[config.mk]
export PLATFORM = sky130hd
export DESIGN_NAME = btn_index_encoder
export DESIGN_NICKNAME = d
export VERILOG_FILES = /design/src/rtl/btn_index_encoder.sv
export SDC_FILE = /design/constraint.sdc
export NUM_CORES = 1
export LEC_CHECK = 0
export BUFFER_PORTS_ARGS = -buffer_cell sky130_fd_sc_hd__buf_2
export CORE_MARGIN = 2
export CORE_UTILIZATION = 55
export DETAILED_ROUTE_END_ITERATION = 10
export GPL_ROUTABILITY_DRIVEN = 0
export PLACE_DENSITY = 0.81
export SYNTH_ARGS = -nofsm -noshare
export SYNTH_HDL_FRONTEND = slang
export SYNTH_SLANG_ARGS = --single-unit
[constraint.sdc]
create_clock -name clk -period 2.05 [get_ports clk]
set_input_delay 0.41 -clock clk [delete_from_list [all_inputs] [get_ports clk]]
set_output_delay 0.41 -clock clk [all_outputs]
set_load 0.05 [all_outputs]
[src/rtl/btn_index_encoder.sv]
`default_nettype none
// =============================================================================
// Module  : btn_index_encoder
// Brief   : Debounces four colour buttons and encodes one accepted press into
//           a 2-bit index with VALID/ERR strobes. Optional macro BTN_SYNC_EN
//           adds a 2-flop input synchronizer.
// Revision: 1.0 - initial release
// =============================================================================
module btn_index_encoder #(
  parameter int DEB_CYCLES = 4,
  parameter int DEB_W      = 3
) (
  input  logic       clk,
  input  logic       rst,
  input  logic       en,
  input  logic [3:0] btn,
  output logic [1:0] sel,
  output logic       valid,
  output logic       err,
  output logic       busy
);

  typedef enum logic [1:0] {
    S_IDLE     = 2'd0,
    S_DEBOUNCE = 2'd1,
    S_WAIT_REL = 2'd2
  } state_t;

  localparam logic [DEB_W-1:0] c_last = DEB_W'(DEB_CYCLES - 1);

  logic [3:0]       w_btn;
  state_t           r_state, w_state;
  logic [DEB_W-1:0] r_cnt, w_cnt;
  logic [3:0]       r_snap, w_snap;
  logic [1:0]       r_sel, w_sel;
  logic             r_valid, w_valid;
  logic             r_err, w_err;
  logic             r_busy;
  logic [1:0]       w_idx;
  logic             w_onehot;

`ifdef BTN_SYNC_EN
  logic [3:0] r_sync1, r_sync2;

  always_ff @(posedge clk) begin
    if (rst) begin
      r_sync1 <= '0;
      r_sync2 <= '0;
    end else begin
      r_sync1 <= btn;
      r_sync2 <= r_sync1;
    end
  end

  assign w_btn = r_sync2;
`else
  assign w_btn = btn;
`endif

  always_comb begin
    w_idx    = 2'd0;
    w_onehot = 1'b1;
    case (r_snap)
      4'b0001: w_idx = 2'd0;
      4'b0010: w_idx = 2'd1;
      4'b0100: w_idx = 2'd2;
      4'b1000: w_idx = 2'd3;
      default: w_onehot = 1'b0;
    endcase
  end

  always_comb begin
    w_state = r_state;
    w_cnt   = r_cnt;
    w_snap  = r_snap;
    w_sel   = r_sel;
    w_valid = 1'b0;
    w_err   = 1'b0;
    case (r_state)
      S_IDLE: begin
        if (w_btn != 4'b0000) begin
          w_cnt = '0;
          if (en) begin
            w_snap  = w_btn;
            w_state = S_DEBOUNCE;
          end else begin
            // A button already down while disabled must be released first.
            w_state = S_WAIT_REL;
          end
        end
      end
      S_DEBOUNCE: begin
        if (!en) begin
          w_cnt   = '0;
          w_state = S_WAIT_REL;
        end else if (w_btn == r_snap) begin
          if (r_cnt == c_last) begin
            w_cnt   = '0;
            w_state = S_WAIT_REL;
            if (w_onehot) begin
              w_sel   = w_idx;
              w_valid = 1'b1;
            end else begin
              w_err = 1'b1;
            end
          end else begin
            w_cnt = r_cnt + 1'b1;
          end
        end else if (w_btn == 4'b0000) begin
          w_cnt   = '0;
          w_state = S_IDLE;
        end else begin
          w_snap = w_btn;
          w_cnt  = '0;
        end
      end
      S_WAIT_REL: begin
        if (w_btn == 4'b0000) begin
          if (r_cnt == c_last) begin
            w_cnt   = '0;
            w_state = S_IDLE;
          end else begin
            w_cnt = r_cnt + 1'b1;
          end
        end else begin
          w_cnt = '0;
        end
      end
      default: begin
        w_cnt   = '0;
        w_state = S_IDLE;
      end
    endcase
  end

  always_ff @(posedge clk) begin
    if (rst) begin
      r_state <= S_IDLE;
      r_cnt   <= '0;
      r_snap  <= '0;
      r_sel   <= 2'b00;
      r_valid <= 1'b0;
      r_err   <= 1'b0;
      r_busy  <= 1'b0;
    end else begin
      r_state <= w_state;
      r_cnt   <= w_cnt;
      r_snap  <= w_snap;
      r_sel   <= w_sel;
      r_valid <= w_valid;
      r_err   <= w_err;
      r_busy  <= (w_state != S_IDLE);
    end
  end

  assign sel   = r_sel;
  assign valid = r_valid;
  assign err   = r_err;
  assign busy  = r_busy;

endmodule
`default_nettype wire

==> impl_metrics.yaml <==
critical_path:
  r2r-start: "r_state[0]$_SDFF_PP0_"
  r2r_slack_ns: 0.33
  cp_data_arrival_time_ns: 1.87
  crit_path_start_kind: "flip-flop"
  ff2ff_path_depth: 6
  rr_endpoint: "busy$_SDFF_PP0_"
  crit_required_ns: 2.21
  crit_type: "flip-flop to flip-flop"
  cp-startpoint: "r_state[0]$_SDFF_PP0_"
  cp-end-kind: "flip-flop"
  path_max_fanout: 6
  endpoint: "busy$_SDFF_PP0_"
routing:
  drcViolationCount: 0
  first_pass_iters: 4
  ant_nets: 0
  drt_iter0_drc: 20
  vias: 799
  wl_per_cell_um: 14.8
  wl_um: 1870
  routed_via_density: 6.34
sta:
  rsz0062_at_grt: "false"
  period_share: 0.837
  finalMaxSlewViolations: 0
  worst_pin_slew_ns: 0.349
  finalSetupTns_ns: 0
  slew_headroom: 0.765
  hold_viol_final: 0
  period_needed_ns: 1.72
  fin_skew_ns: 0.00890
  setup_violations: 0
  max_clock_freq_mhz: 582
floorplanning:
  num_rows: 14
  initial_core_util: 0.592
  ios: 12
  die_w_um: 44.5
  dieArea_um2: 1980
  dieHeight_um: 44.5
  coreArea_um2: 1520
finish:
  diodes: 0
  final_common_cell: "dfxtp_1"
  nFillCells: 131
  syn_to_final_growth_pct: 8.60
  nNetsFinal: 123
  drive_gt1_frac: 0.273
  mostFrequentLayoutCells: "dfxtp_1, buf_2, nand2_1, a21oi_1"
synth:
  yosysUniqueCellTypes: 41
  synth_compound_gate_area_share: 0.219
  synthMuxAreaShare: 0.0555
  synth_ff_type: "dfxtp_1"
  synth-seq-cells: 14
  syn_area_um2: 902
  synthAdderAreaFrac: 0.0693
  synth_xor_area_frac: 0.0485
  async_flop_share: 0
  synth_top_family_by_area: "simple AND/OR/NAND/NOR gates"
  ys_seq_area_frac: 0.311
  netlist_instances: 99
  yosysWarnings: 0
  synth-edff-count: 0
  syn_avg_cell_area_um2: 9.11
  synth_simple_gate_area_frac: 0.234
  synth_nets: 111
status:
  outcome: "finished, final reports clean"
global_route:
  grt_first_pass_wirelength_um: 3110
  grt_pass1_vias: 730
  use_met2: 0.359
  use_met3: 0.0367
  antenna_found_initial: 0
  grt-ovfl-total: 0
  use_met1: 0.256
  busiest_layer: "met2"
  grt_max_degree: 16
  track_usage: 0.219
clocking:
  clkSinkCount: 14
  clock_latency_ns: 0.28
  htree_num_levels: 1
  cts_resized: 0
  path_clk_slew_ns: 0.09
  cts_buffers: 3
  ctsHoldBuffers: 0
  ctsLongestPathBuffers: 2
  cts_setup_buffers: 0
  cts_tree: "built"
  root_buffer: "clkbuf_4"
placed_design:
  hpwlAfterDp_um: 1380
  portBuffers: 11
power_and_ir_drop:
  peakVddDrop_mv: 0.664
  leakagePower_nw: 0.399
  pwr_density_cell_nw_per_um2: 684
  total_power_mw: 0.670
job:
  maxCapViolCount: 0
worst_hold_path:
  hp-class: "primary input to flip-flop"
==> report_power, final <==
group          switching (mW)  total, mW  internal, mW
Clock                  0.0912      0.199         0.108
Combinational          0.0938      0.162        0.0678
Sequential             0.0225      0.309         0.286
Total                   0.207      0.670         0.462
==> worst max-delay path: stages, from the launching register on <==
cell      delay [ns]
dfxtp_1         0.46
inv_1           0.10
ha_1            0.24
and2_2          0.21
a21o_2          0.22
o211ai_1        0.23
o311ai_1        0.13
==> worst min-delay path by stage <==
stage / slack, ns / start / depth (start not counted) / endpoint
after floorplan: 0.44 / r_cnt[1]$_SDFFE_PP0N_ / 2 / r_cnt[1]$_SDFFE_PP0N_
after global placement: 0.45 / r_cnt[1]$_SDFFE_PP0N_ / 2 / r_cnt[1]$_SDFFE_PP0N_
after detailed placement: 0.47 / r_cnt[1]$_SDFFE_PP0N_ / 2 / r_cnt[1]$_SDFFE_PP0N_
after CTS: 0.45 / btn[0] / 3 / r_snap[0]$_SDFFE_PP0P_
after global routing: 0.46 / btn[0] / 3 / r_snap[0]$_SDFFE_PP0P_
final: 0.45 / btn[0] / 3 / r_snap[0]$_SDFFE_PP0P_
==> layout make-up <==
cell class	instances	area (µm²)	share of cell area
Clock buffer	4	36.3	0.0370
Timing Repair Buffer	11	55.1	0.0562
Inverter	6	22.5	0.0230
Tap cell	16	20.0	0.0204
Multi-Input combinational cell	75	566	0.577
Sequential cell	14	280	0.286
==> synthesized netlist by cell type (2+ instances only) <==
master   instances  area, µm²
dfxtp_1         14        280
a21oi_1          8       40.0
nand2_1          8       30.0
inv_1            6       22.5
nor2_1           6       22.5
ha_1             5       62.6
mux2i_1          5       50.1
xnor2_1          4       35.0
nor3_1           3       15.0
o21ai_0          3       15.0
a211o_2          2       20.0
a31oi_1          2       12.5
buf_6            2       22.5
nand3_1          2       10.0
nor3b_1          2       15.0
o31ai_1          2       15.0
==> state kept, by name, summed over array words and instances, names as in the netlist <==
| register | cells |
|---|---|
| sel | 2 |
| r_state | 2 |
| busy | 1 |
| err | 1 |
| r_snap | 4 |
| r_cnt | 3 |
| valid | 1 |
==> routing by layer <==
metal / vias up / part of all wire
met5: - / 0
li1: 385 / -
met4: 0 / 0.027
met1: 381 / 0.44
met3: 6 / 0.039
met2: 27 / 0.50
==> cell families (layout without fill, tap and decap cells) <==
family / count (synthesis) / after routing
AO/OA/AOI/OAI: 27 / 27
adder cells (fa/ha/maj): 5 / 5
flip-flops: 14 / 14
AND/OR/NAND/NOR: 33 / 33
multiplexers: 5 / 5
buffers and inverters: 10 / 21
XOR/XNOR: 5 / 5
==> per-stage QoR <==
stage | hold WS (ns) | utilization | worst slack (ns) | cells | instance area (µm²)
5_1_grt | 0.458 | 0.643 | 0.196 | 126 | 980
6_report | 0.452 | 0.643 | 0.333 | 126 | 980
4_1_cts | 0.448 | 0.643 | 0.320 | 126 | 980
3_5_place_dp | 0.470 | 0.619 | 0.270 | 122 | 943
3_3_place_gp | 0.451 | 0.619 | 0.306 | 122 | 943
2_1_floorplan | 0.440 | - | 0.505 | 99 | 902
No activity file was read; power rests on OpenSTA's default activity.
